<file path="config.mk">
export PLATFORM = sky130hd
export DESIGN_NAME = pipe_fetch_unit
export DESIGN_NICKNAME = d
export VERILOG_FILES = /design/src/rtl/pipe_fetch_unit.sv
export SDC_FILE = /design/constraint.sdc
export NUM_CORES = 1
export LEC_CHECK = 0
export CAP_MARGIN = 30
export CORE_MARGIN = 2
export CORE_UTILIZATION = 49
export DETAILED_ROUTE_END_ITERATION = 10
export DONT_BUFFER_PORTS = 1
export GPL_TIMING_DRIVEN = 0
export HOLD_SLACK_MARGIN = 0.08
export SLEW_MARGIN = 15
export SYNTH_ARGS = -nofsm -noshare
export SYNTH_HDL_FRONTEND = slang
export SYNTH_SLANG_ARGS = --single-unit
</file>
<file path="constraint.sdc">
create_clock -name clk_i -period 3.4 [get_ports clk_i]
set_input_delay 1.02 -clock clk_i [delete_from_list [all_inputs] [get_ports clk_i]]
set_output_delay 1.02 -clock clk_i [all_outputs]
set_load 0.1 [all_outputs]
</file>
<file path="src/rtl/pipe_fetch_unit.sv">
// Instruction fetch stage: issues single-outstanding word fetches and feeds the IF/ID register.
// Handles ID stalls by buffering one instruction and discards the in-flight fetch on a redirect.
module pipe_fetch_unit #(
  parameter logic [31:0] RESET_PC = 32'h0000_0000
) (
  input  logic        clk_i,
  input  logic        rst_n,
  input  logic        stall_i,
  input  logic        redirect_i,
  input  logic [31:0] redirect_pc_i,
  output logic        imem_req_o,
  output logic [31:0] imem_addr_o,
  input  logic        imem_ack_i,
  input  logic [31:0] imem_rdata_i,
  output logic [31:0] ifid_instr_o,
  output logic [31:0] ifid_pc_o,
  output logic        ifid_valid_o
);

  typedef enum logic [1:0] {FETCH, HOLD, DRAIN} state_t;

  state_t      state_reg, state_next;
  logic [31:0] pc_reg, pc_next;
  logic [31:0] buf_instr_reg, buf_instr_next;
  logic [31:0] buf_pc_reg, buf_pc_next;
  logic [31:0] drain_addr_reg, drain_addr_next;
  logic [31:0] ifid_instr_reg, ifid_instr_next;
  logic [31:0] ifid_pc_reg, ifid_pc_next;
  logic        ifid_valid_reg, ifid_valid_next;
  logic        xfer;
  logic [31:0] pc_plus4;

  // Request is gated by rst_n so it drops immediately on reset and rises right after release.
  assign imem_req_o   = rst_n & (state_reg != HOLD);
  assign imem_addr_o  = (state_reg == DRAIN) ? drain_addr_reg : pc_reg;
  assign ifid_instr_o = ifid_instr_reg;
  assign ifid_pc_o    = ifid_pc_reg;
  assign ifid_valid_o = ifid_valid_reg;

  assign xfer     = imem_req_o & imem_ack_i;
  assign pc_plus4 = pc_reg + 32'd4;

  always_comb begin
    state_next      = state_reg;
    pc_next         = pc_reg;
    buf_instr_next  = buf_instr_reg;
    buf_pc_next     = buf_pc_reg;
    drain_addr_next = drain_addr_reg;
    ifid_instr_next = ifid_instr_reg;
    ifid_pc_next    = ifid_pc_reg;
    ifid_valid_next = ifid_valid_reg;

    if (redirect_i) begin
      ifid_instr_next = 32'h0;
      ifid_pc_next    = 32'h0;
      ifid_valid_next = 1'b0;
      pc_next         = {redirect_pc_i[31:2], 2'b00};
      buf_instr_next  = 32'h0;
      buf_pc_next     = 32'h0;
      case (state_reg)
        FETCH: begin
          // A still-pending request must be drained before a new address can go out.
          if (!xfer) begin
            drain_addr_next = imem_addr_o;
            state_next      = DRAIN;
          end
        end
        HOLD:    state_next = FETCH;
        DRAIN:   state_next = DRAIN;
        default: state_next = FETCH;
      endcase
    end else begin
      case (state_reg)
        FETCH: begin
          if (xfer) begin
            pc_next = pc_plus4;
            if (stall_i) begin
              buf_instr_next = imem_rdata_i;
              buf_pc_next    = pc_plus4;
              state_next     = HOLD;
            end else begin
              ifid_instr_next = imem_rdata_i;
              ifid_pc_next    = pc_plus4;
              ifid_valid_next = 1'b1;
            end
          end else if (!stall_i) begin
            ifid_instr_next = 32'h0;
            ifid_valid_next = 1'b0;
          end
        end
        HOLD: begin
          if (!stall_i) begin
            ifid_instr_next = buf_instr_reg;
            ifid_pc_next    = buf_pc_reg;
            ifid_valid_next = 1'b1;
            state_next      = FETCH;
          end
        end
        DRAIN: begin
          if (xfer) state_next = FETCH;
          if (!stall_i) begin
            ifid_instr_next = 32'h0;
            ifid_valid_next = 1'b0;
          end
        end
        default: state_next = FETCH;
      endcase
    end
  end

  always_ff @(posedge clk_i or negedge rst_n) begin
    if (!rst_n) begin
      state_reg      <= FETCH;
      pc_reg         <= RESET_PC;
      buf_instr_reg  <= 32'h0;
      buf_pc_reg     <= 32'h0;
      drain_addr_reg <= 32'h0;
      ifid_instr_reg <= 32'h0;
      ifid_pc_reg    <= 32'h0;
      ifid_valid_reg <= 1'b0;
    end else begin
      state_reg      <= state_next;
      pc_reg         <= pc_next;
      buf_instr_reg  <= buf_instr_next;
      buf_pc_reg     <= buf_pc_next;
      drain_addr_reg <= drain_addr_next;
      ifid_instr_reg <= ifid_instr_next;
      ifid_pc_reg    <= ifid_pc_next;
      ifid_valid_reg <= ifid_valid_next;
    end
  end

endmodule

</file>
==> reports/summary.md <==
The run gives 0.294 as the proportion of power drawn by combinational gates. The top cell types in the final layout, fill and taps aside, are sky130_fd_sc_hd__nand2_1, sky130_fd_sc_hd__dfrtp_1, sky130_fd_sc_hd__o21ai_0. After synthesis the cells add up to 9790 sq um. Cell internal power was estimated by the tool at 4.33 mW.

Setup TNS after final layout: 0 ps. Share of cells above drive strength 1: 0.103. Setup repair after global routing left no endpoint under its margin.

The chip height works out to 145 microns. In this run the register-to-register setup slack is 640 ps. The maximum resistive drop on vdd was 0.491 mV; the synthesized area per cell was 9.22 sq um.

The run gives 430 ps as the clock network latency to the later pin of the worst-skew pair. The relative contribution of the clock network to total power is 0.284. The final-report hold violation count came out at 0. The run gives 167 as the I/O pin count. Wire length of the first global-routing pass: 45.4 mm.

The smallest hold slack is 275 ps. The setup skew after layout was 7.96 ps. The worst path in the final design needs a cycle of 3250 ps, including I/O delays and setup.

The number of DRC violations after detailed-routing iteration 0 is 569. The tightest min-delay check is of the input port to asynchronous set/reset pin type. The number of buffers created by CTS is 17, and the average routed wire per standard cell is 20.8 microns. The routed wire length is 28.4 mm. Number of slew-limit violations in the final report: 0.

Using the TritonRoute via totals, the vias-per-cell ratio works out to 5.96. The tools report the arrival time of the worst setup path as 2230 ps. The tools report the synthesized netlist cell count as 1,062. Most common cell after layout, fill and taps aside: sky130_fd_sc_hd__nand2_1. For the initial antenna violation count, the log shows 0.

In the synthesized netlist the dominant register cell turns out to be sky130_fd_sc_hd__dfrtp_1. The run gives 0 as the antenna violation net count after detailed routing. After detailed placement, the total cell area comes to 10,200 sq um.

The post-synthesis to final-layout area growth was 10.7%. Routability-driven placement finished with a final weighted congestion of 0.846. The area used by multi-input combinational logic is 4600 sq um. After filler insertion, the fill cell instance count of the layout stands at 1,823. The finished cells cover 10,800 sq um.

The clock passes through at most 2 buffers. Overall power consumption after layout is estimated at 7.62 mW. TritonCTS built the clock tree. Summed over all nets, the half-perimeter wirelength after detailed placement is 19.9 mm. The static power due to leakage was 4.61 nW.

After synthesis the netlist holds a flip-flop and latch count of 191. Synthesis produced a netlist with a net count of 1,135. The total inserted antenna cells is 0, and the storage element area is 4780 sq um.

The run gives 0 as the count of max-cap constraint violations. The share of synthesized flip-flops with an asynchronous set or reset is 1.00. The clock-pin slew on the worst setup and hold paths came out at 70 ps. Timing analysis after detailed placement gives a worst setup slack of -280 ps. The logs give 150 ps for the worst path setup slack after routing and 0 for the count of warnings emitted by yosys. The tools report the number of vias after detailed routing as 8,113. The finished layout holds 1,361 standard cells, fillers aside. The total DRC errors in the routed layout is 0, and the floorplan row count is 51. The utilization after layout came out at 0.555.

The max-slew headroom at the worst pin is 0.338. The floorplan step defined a core boundary enclosing 19,500 sq um. During placement, the flow inserted port buffers numbering 0. The first TritonRoute pass finished after 5 iterations.

STA classifies the critical path endpoint as a primary output. The final number of setup-violating endpoints was 0. The run gives 0.421 as the proportion of power drawn by flip-flops and latches. The final clock period utilization by the worst path was 0.956; the data required time at the worst endpoint was 2380 ps.

For this design the ratio of total power to cell area is 704 nW/um^2. Yosys mapped the design onto 50 distinct sky130hd cell types. The logs give 0.488 for the sequential share of the synthesized area and 191 for the clock sink count. Including well taps, the total number of placed cells is 1,331. For the maximum clock frequency, the log shows 308 MHz. The run finished with clean final reports. The die width works out to 145 microns. The H-tree was split into 4 levels. The critical path in this run is classified as flop to primary output. The effective utilization at floorplan was 0.501; the top fanout value on the critical path was 10.

The logs give 1,156 for the post-layout net count and 0 for the sum of overflow across all layers after global routing. The number of global-route vias before repair is 7,813. The global routing usage summed across all routing layers is 0.272.

The die area was 21,100 sq um. At the pin with the least slew margin, the transition time is 993 ps. STA classifies the critical path startpoint as a flop.

Entering global routing, the biggest net connects 197 pins. The switching share of total power is 0.432, and the total net switching power is 3.29 mW. Clock tree synthesis selected as its root buffer the cell sky130_fd_sc_hd__clkbuf_16. The number of enable-type register cells in the synthesized netlist came out at 0.
## worst max-delay path: stages, from the launching register on
cell and delay [ps]:
sky130_fd_sc_hd__dfrtp_1 400, sky130_fd_sc_hd__inv_1 110, sky130_fd_sc_hd__ha_1 320, sky130_fd_sc_hd__buf_2 350, sky130_fd_sc_hd__mux2_2 610
## cell usage after synthesis, drive strengths merged, types with 5 or more instances
cell | instances | area (sq um)
nor4 | 18 | 150
clkbuf | 56 | 210
a21oi | 44 | 224
xnor2 | 37 | 324
inv | 6 | 22.5
xor2 | 17 | 149
a22oi | 46 | 345
dfrtp | 191 | 4780
and3 | 5 | 31.3
and2 | 5 | 31.3
nand3 | 17 | 85.1
and4 | 8 | 70.1
o21ai | 151 | 756
mux2 | 27 | 304
nand2 | 221 | 830
nor2 | 23 | 88.8
nor3 | 15 | 80.1
o31ai | 5 | 37.5
mux2i | 5 | 50.1
nand4 | 16 | 106
a22o | 69 | 604
buf | 41 | 194
## power groups by stage
stage	clock [mW]	sequential [mW]	combinational, mW
6_report	2.17	3.21	2.24
5_1_grt	2.29	3.25	2.42
4_1_cts	2.21	3.21	2.24
3_5_place_dp	0	3.26	2.23
3_3_place_gp	0	3.24	2.16
2_1_floorplan	0	3.20	1.84
## cell families (layout without fill, tap and decap cells)
group / after synthesis / count (layout) / share of synthesized area
AOI/OAI and AO/OA: 333 / 333 / 0.215
xor gates and xnor gates: 54 / 54 / 0.0483
adders and majority gates: 4 / 4 / 0.00511
buffers and inverters: 105 / 139 / 0.0444
DFF: 191 / 191 / 0.488
muxes: 32 / 32 / 0.0362
and+or+nand+nor: 343 / 343 / 0.162
## final timing paths
| path | cells past startpoint | from | to |
|---|---|---|---|
| max | 4 | state_reg[0] | imem_addr_o[30] |
| min | 0 | rst_n | ifid_pc_o[28] |
| max reg2reg | 9 | state_reg[1] | drain_addr_reg[3] |
| min reg2reg | 2 | drain_addr_reg[13] | drain_addr_reg[13] |
| max in group asynchronous | 0 | rst_n | pc_reg[21] |
| min in group clk_i | 2 | drain_addr_reg[13] | drain_addr_reg[13] |
## layout make-up
cell class                      instances  share of cell area
Inverter                                8             0.00277
Tap cell                              265              0.0306
Multi-Input combinational cell        766               0.424
Buffer                                 95              0.0373
Sequential cell                       191               0.441
Clock buffer                           20              0.0412
Timing Repair Buffer                    4             0.00554
Clock inverter                         12              0.0170
## routing by layer
layer,up-vias,share of wire,global-route usage
li1,3814,-,-
met4,0,0.014,0.0711
met2,260,0.42,0.371
met5,-,0,0
met3,23,0.085,0.0840
met1,4016,0.48,0.418
## repair_timing
action                     4_1_cts  5_1_grt
setup endpoints to repair       32       21
hold buffers                     0        0
resized for setup               10        0
setup buffers                    0        0
Note: power is estimated with default switching activity, not from simulation.
